===== config.mk =====
export PLATFORM = sky130hd
export DESIGN_NAME = wb_result_collector
export DESIGN_NICKNAME = d
export VERILOG_FILES = /design/src/rtl/wb_result_collector.sv
export SDC_FILE = /design/constraint.sdc
export NUM_CORES = 2
export LEC_CHECK = 0
export CORE_AREA = 4 4 390 392
export CTS_BUF_LIST = sky130_fd_sc_hd__clkbuf_4
export CTS_CLUSTER_SIZE = 28
export DETAILED_ROUTE_END_ITERATION = 8
export DIE_AREA = 0 0 394 396
export PLACE_DENSITY = 0.66
export SLEW_MARGIN = 20
export SYNTH_ARGS = -nofsm -noshare
export SYNTH_HDL_FRONTEND = slang
export SYNTH_SLANG_ARGS = --single-unit
export TNS_END_PERCENT = 100

===== constraint.sdc =====
create_clock -name clk_i -period 20.5 [get_ports clk_i]
set_input_delay 3.075 -clock clk_i [delete_from_list [all_inputs] [get_ports clk_i]]
set_output_delay 3.075 -clock clk_i [all_outputs]
set_load 0.02 [all_outputs]

===== src/rtl/wb_result_collector.sv =====
// rtl/wb_result_collector.sv - per-channel writeback FIFOs merged round-robin onto one valid/ready port

module wb_result_collector #(
    parameter int NR_PORTS      = 4,
    parameter int DEPTH         = 2,
    parameter int TRANS_ID_BITS = 3,
    parameter int EXC_BITS      = 129
) (
    input  logic                              clk_i,
    input  logic                              rst_ni,
    input  logic                              flush_i,
    input  logic [NR_PORTS-1:0]               res_valid_i,
    input  logic [NR_PORTS*TRANS_ID_BITS-1:0] res_trans_id_i,
    input  logic [NR_PORTS*64-1:0]            res_result_i,
    input  logic [NR_PORTS*EXC_BITS-1:0]      res_exception_i,
    output logic [NR_PORTS-1:0]               ch_almost_full_o,
    output logic                              wb_valid_o,
    input  logic                              wb_ready_i,
    output logic [TRANS_ID_BITS-1:0]          wb_trans_id_o,
    output logic [63:0]                       wb_result_o,
    output logic [EXC_BITS-1:0]               wb_exception_o,
    output logic [$clog2(NR_PORTS)-1:0]       wb_port_o,
    output logic                              overflow_o
);

    localparam int PORT_W  = $clog2(NR_PORTS);
    localparam int PTR_W   = $clog2(DEPTH);
    localparam int CNT_W   = PTR_W + 1;
    localparam int ENTRY_W = EXC_BITS + 64 + TRANS_ID_BITS;

    logic [NR_PORTS-1:0]              non_empty;
    logic [NR_PORTS-1:0]              drop;
    logic [NR_PORTS-1:0][ENTRY_W-1:0] head_ch;

    logic [PORT_W-1:0] rr_q;
    logic [PORT_W-1:0] lock_port_q;
    logic              locked_q;
    logic              overflow_q;
    logic [PORT_W-1:0] gnt;
    logic              found;
    logic              handshake;

    for (genvar c = 0; c < NR_PORTS; c++) begin : g_ch
        logic [ENTRY_W-1:0] mem_q [DEPTH];
        logic [PTR_W-1:0]   rptr_q;
        logic [PTR_W-1:0]   wptr_q;
        logic [CNT_W-1:0]   cnt_q;
        logic               push;
        logic               pop;
        logic               full;
        logic               push_ok;
        logic [ENTRY_W-1:0] entry_in;

        assign push     = res_valid_i[c] & ~flush_i;
        assign pop      = handshake && (gnt == PORT_W'(c));
        assign full     = (cnt_q == CNT_W'(DEPTH));
        // A pop frees the head slot in the same edge, so a full FIFO still accepts.
        assign push_ok  = push & (~full | pop);
        assign entry_in = {res_exception_i[c*EXC_BITS +: EXC_BITS],
                           res_result_i[c*64 +: 64],
                           res_trans_id_i[c*TRANS_ID_BITS +: TRANS_ID_BITS]};

        assign non_empty[c]        = (cnt_q != '0);
        assign drop[c]             = push & full & ~pop;
        assign head_ch[c]          = mem_q[rptr_q];
        assign ch_almost_full_o[c] = (cnt_q >= CNT_W'(DEPTH - 1));

        always_ff @(posedge clk_i) begin
            if (push_ok) begin
                mem_q[wptr_q] <= entry_in;
            end
        end

        always_ff @(posedge clk_i or negedge rst_ni) begin
            if (!rst_ni) begin
                rptr_q <= '0;
                wptr_q <= '0;
                cnt_q  <= '0;
            end else if (flush_i) begin
                rptr_q <= '0;
                wptr_q <= '0;
                cnt_q  <= '0;
            end else begin
                if (push_ok) begin
                    wptr_q <= wptr_q + 1'b1;
                end
                if (pop) begin
                    rptr_q <= rptr_q + 1'b1;
                end
                if (push_ok && !pop) begin
                    cnt_q <= cnt_q + 1'b1;
                end else if (!push_ok && pop) begin
                    cnt_q <= cnt_q - 1'b1;
                end
            end
        end
    end

    always_comb begin
        int idx;
        gnt   = '0;
        found = 1'b0;
        idx   = 0;
        if (locked_q) begin
            gnt   = lock_port_q;
            found = 1'b1;
        end else begin
            for (int i = 0; i < NR_PORTS; i++) begin
                idx = (int'(rr_q) + i) % NR_PORTS;
                if (!found && non_empty[idx[PORT_W-1:0]]) begin
                    gnt   = idx[PORT_W-1:0];
                    found = 1'b1;
                end
            end
        end
    end

    assign handshake  = found & wb_ready_i;
    assign wb_valid_o = found;
    assign overflow_o = overflow_q;

    always_comb begin
        wb_trans_id_o  = '0;
        wb_result_o    = '0;
        wb_exception_o = '0;
        wb_port_o      = '0;
        if (found) begin
            {wb_exception_o, wb_result_o, wb_trans_id_o} = head_ch[gnt];
            wb_port_o = gnt;
        end
    end

    always_ff @(posedge clk_i or negedge rst_ni) begin
        if (!rst_ni) begin
            rr_q        <= '0;
            lock_port_q <= '0;
            locked_q    <= 1'b0;
            overflow_q  <= 1'b0;
        end else begin
            overflow_q <= overflow_q | (|drop);
            if (flush_i) begin
                rr_q     <= '0;
                locked_q <= 1'b0;
            end else if (handshake) begin
                rr_q     <= (gnt == PORT_W'(NR_PORTS - 1)) ? '0 : gnt + 1'b1;
                locked_q <= 1'b0;
            end else if (found) begin
                // Hold the offered entry until the scoreboard takes it.
                lock_port_q <= gnt;
                locked_q    <= 1'b1;
            end
        end
    end

endmodule


==> summary.txt <==
Yosys
  – Synth top area cells: edfxtp_1 73%, mux2_2 6.9%, mux2i_1 6.2%
  – Post-synth top cells: 1568 x edfxtp_1, 397 x mux2i_1, 393 x mux2_2
  – Top cell type by total area after synthesis: edfxtp_1
  – Xor and xnor area share after synthesis: less than 1%
  – Cells after Synth: about 3800
  – Syn avg cell area: 16.8 um2
  – Post-synth top area share: 73.2%
  – Synthesized flop and latch total: 1590
  – Mapped cell area: 0.0643 mm2
  – Synth cell types: 56
  – Main combinational cell family by area after synthesis: multiplexers
  – Fraction of the mapped netlist area in adder cells: 0.253%
  – Mapped Nets: 4625
  – Simple-Gate Fraction of Synth Area: 2.19%
  – Post-synth EDFFs: 1568
  – Mux share of post-synthesis cell area: between 10% and 20%
  – Synth warn: 0
  – Compound-Gate Fraction of Synth Area: 8.15%
  – Seq/Total Area, Yosys: around 74%
  – Most numerous cell in the Yosys netlist: edfxtp_1
  – Async set or reset register ratio after synthesis: between 1 and 1.5%
  – Most frequently used flop master after synthesis: edfxtp_1

GRT
  – Largest net degree at the start of global routing: 132
  – M2 GR Usage: 42.2%
  – Initial antenna violation count: about 120
  – Total grt overflow: 0
  – First-pass GRT wire length: 297000 um
  – Global routing's busiest layer: met2
  – Vias in the first global route: 42514
  – Met3 Use GR: 7.79%
  – GRT Util Overall: 26.1%
  – Met1 Use GR: 31.6%

Power
  – Sequential Power Share: 29.8%
  – Total power: 0.0135 W
  – Switching pwr: 0.00572 W
  – Pwr dens: roughly 170 mW/mm2
  – Int Power: slightly below 0.008 W
  – P_leak: roughly 26 nW
  – Gate power share: 50.5%
  – VDD IR-drop max: 226 uV
  – Clk network pwr share: 19.7%
  – Switching Fraction: 42.3%

Clocking
  – Hold_buf cts: 0
  – CTS tree: done
  – H-tree levels: 5
  – # resized after CTS: 0
  – Num CTS Buffers: 421
  – Clk pin slew, worst setup/hold paths: 0.07 ns
  – Clock latency on the worst-skew pair: 1.38 ns
  – Setup bufs post-CTS: 0
  – Root Driver: clkbuf_4
  – CTS sink cnt: approximately 1600
  – Max Buffers Root-to-Sink: 4

Setup path
  – CP max FO: 63
  – CP max stage delay: between 0.8 and 0.9 ns
  – Worst path arrival time: 6.41 ns
  – Worst path cell trace: inv_1 > ha_1 > nand2b_1 > a221oi_1 > o21a_1 > a211oi_4 > nor2_4 > buf_4 > buf_4 > o211ai_1 > a21oi_1 > clkdlybuf4s50_1
  – CP Launch Type: flop
  – WP buf/inv: 4
  – Top delay family on crit path: buffers and inverters
  – Most frequent CP cell: buf_4
  – Crit-path slowest cell: buf_4
  – CP Capture Type: output pin
  – Crit Path Category: reg -> out
  – CP required: around 17 ns

Timing
  – Final Hold Fails: 0
  – Setup TNS: 0 ns
  – Max Fclk: 105 MHz
  – RSZ-0062 raised after global routing: no
  – Clk_skew: between 0.15 and 0.2 ns
  – Slew @ Worst Pin: 1.27 ns
  – Crit share post-route: 46.3%
  – Minimum clock period: 9.48 ns
  – Setup violators final: 0
  – Slew headroom: 15.1%
  – Final Max Tran Viols: 0
  – Hold Worst Slack: 0.545 ns

Detailed routing
  – # DRC: 0
  – WL final: 211000 um
  – Vias per inst: 5.71
  – First drt pass iteration count: 6
  – DRT antenna net count: 0
  – Routed via count: around 42000
  – WL/cell: 28.9 um
  – DRT iter0 DRCs: 3498

Cells and area
  – P&R area growth vs syn: 26.6%
  – Area of the multi-input gates: 0.0154 mm2
  – Filler cell count: 12072
  – FF/Latch Area: 0.0477 mm2
  – Nets: 5819
  – Layout cell share with drive strength beyond 1: between 20% and 30%

Floorplan
  – Core area: 0.149 mm2
  – Die H: 396 um
  – Num rows: ~140
  – Initial Util: 43.2%
  – Io pins: between 900 and 1000
  – Die area: 0.156 mm2
  – Die width: roughly 390 um

Status
  – Run status: finished, final reports clean

Placed design
  – PortBufs: 995
  – GP Congestion: 0.860
  – Detail Placement HPWL: 133000 um

Run
  – Max-cap violations: 0

Min path
  – Hold/Removal Path Class: reg -> reg
[worst min-delay path: stages (launching register included)]
cell	delay (ns)
dfrtp_1	0.35
xnor2_1	0.12
nor2_1	0.04
[cell families after synthesis]
family / Yosys count
AND/OR/NAND/NOR: 279
adder cells (fa/ha/maj): 13
buffers and inverters: 315
flip-flops: 1590
XOR/XNOR: 6
multiplexers: 794
AO/OA/AOI/OAI: 823
[power by group through the flow]
stage | Sequential [W] | Combinational (W) | Clock [W]
floorplan | 0.00415 | 0.00375 | 0
global placement | 0.00409 | 0.00681 | 0
CTS | 0.00404 | 0.00684 | 0.00272
detailed placement | 0.00411 | 0.00681 | 0
finish | 0.00403 | 0.00683 | 0.00266
global route | 0.00406 | 0.00712 | 0.00290
[routing by layer]
layer	part of all wire, %	wire (um)
met5	0.098	207
met3	9.1	19200
met2	49	103000
met4	4.5	9580
met1	38	79600
[flip-flops by register name (all words and copies together) (netlist names)]
register,cells
g_ch.mem_q,1568
g_ch.rptr_q,4
rr_q,2
locked_q,1
g_ch.wptr_q,4
g_ch.cnt_q,8
overflow_o,1
lock_port_q,2
[stage by stage]
stage | setup WS (ns) | cell area [um2] | utilization (%) | cells
detailed placement | 12.38 | 76100 | 51.1 | 6534
CTS | 10.89 | 81100 | 54.5 | 7216
finish | 11.02 | 81400 | 54.7 | 7329
floorplan | 1.50 | 64300 | - | 3820
global route | 10.50 | 81400 | 54.7 | 7303
global placement | 12.43 | 76100 | 51.1 | 6534
[path summary, 6_finish.rpt]
check,from,end,slack [ns],cells after the start
max,g_ch[0].cnt_q[1]$_DFFE_PN0P_,wb_exception_o[61],11.02,12
min,g_ch[2].cnt_q[0]$_DFFE_PN0P_,g_ch[2].cnt_q[0]$_DFFE_PN0P_,0.55,2
max reg2reg,g_ch[0].cnt_q[1]$_DFFE_PN0P_,g_ch[2].mem_q[0][129]$_DFFE_PP_,13.55,17
min reg2reg,g_ch[2].cnt_q[0]$_DFFE_PN0P_,g_ch[2].cnt_q[0]$_DFFE_PN0P_,0.55,2
max in group asynchronous,rst_ni,g_ch[3].rptr_q$_DFFE_PN0P_,17.99,2
min in group asynchronous,rst_ni,g_ch[2].rptr_q$_DFFE_PN0P_,2.16,2
[layout make-up]
type | count | share of cell area, %
antenna | 112 | 0.344
clock buffer | 625 | 5.76
clock inverter | 57 | 0.403
inverter | 25 | 0.134
multi-input combinational | 1915 | 18.9
sequential | 1590 | 58.5
tap | 1944 | 2.99
timing repair buffer | 1061 | 12.9
[cells in the final DEF (no fill, tap or decap), types with 3 or more instances in the layout]
cell / n
xnor2_1: 5
o21ai_0: 195
mux2i_1: 397
nor2_4: 4
clkinv_4: 3
buf_4: 59
mux2_2: 393
inv_1: 22
diode_2: 112
dfrtp_1: 18
nand2_1: 15
edfxtp_1: 1568
clkdlybuf4s50_1: 995
and2_1: 3
clkinvlp_4: 4
nand3_1: 206
nor2_1: 25
o211ai_1: 391
o221ai_1: 3
bufinv_16: 3
ha_1: 13
a221oi_1: 3
nor2b_1: 4
buf_12: 5
dfrtp_4: 4
nand2b_1: 7
clkinv_2: 4
a211oi_1: 6
clkinv_1: 42
clkbuf_4: 625
mux2_1: 4
a211oi_4: 5
a21oi_1: 200
No activity file was read; power rests on OpenSTA's default activity.
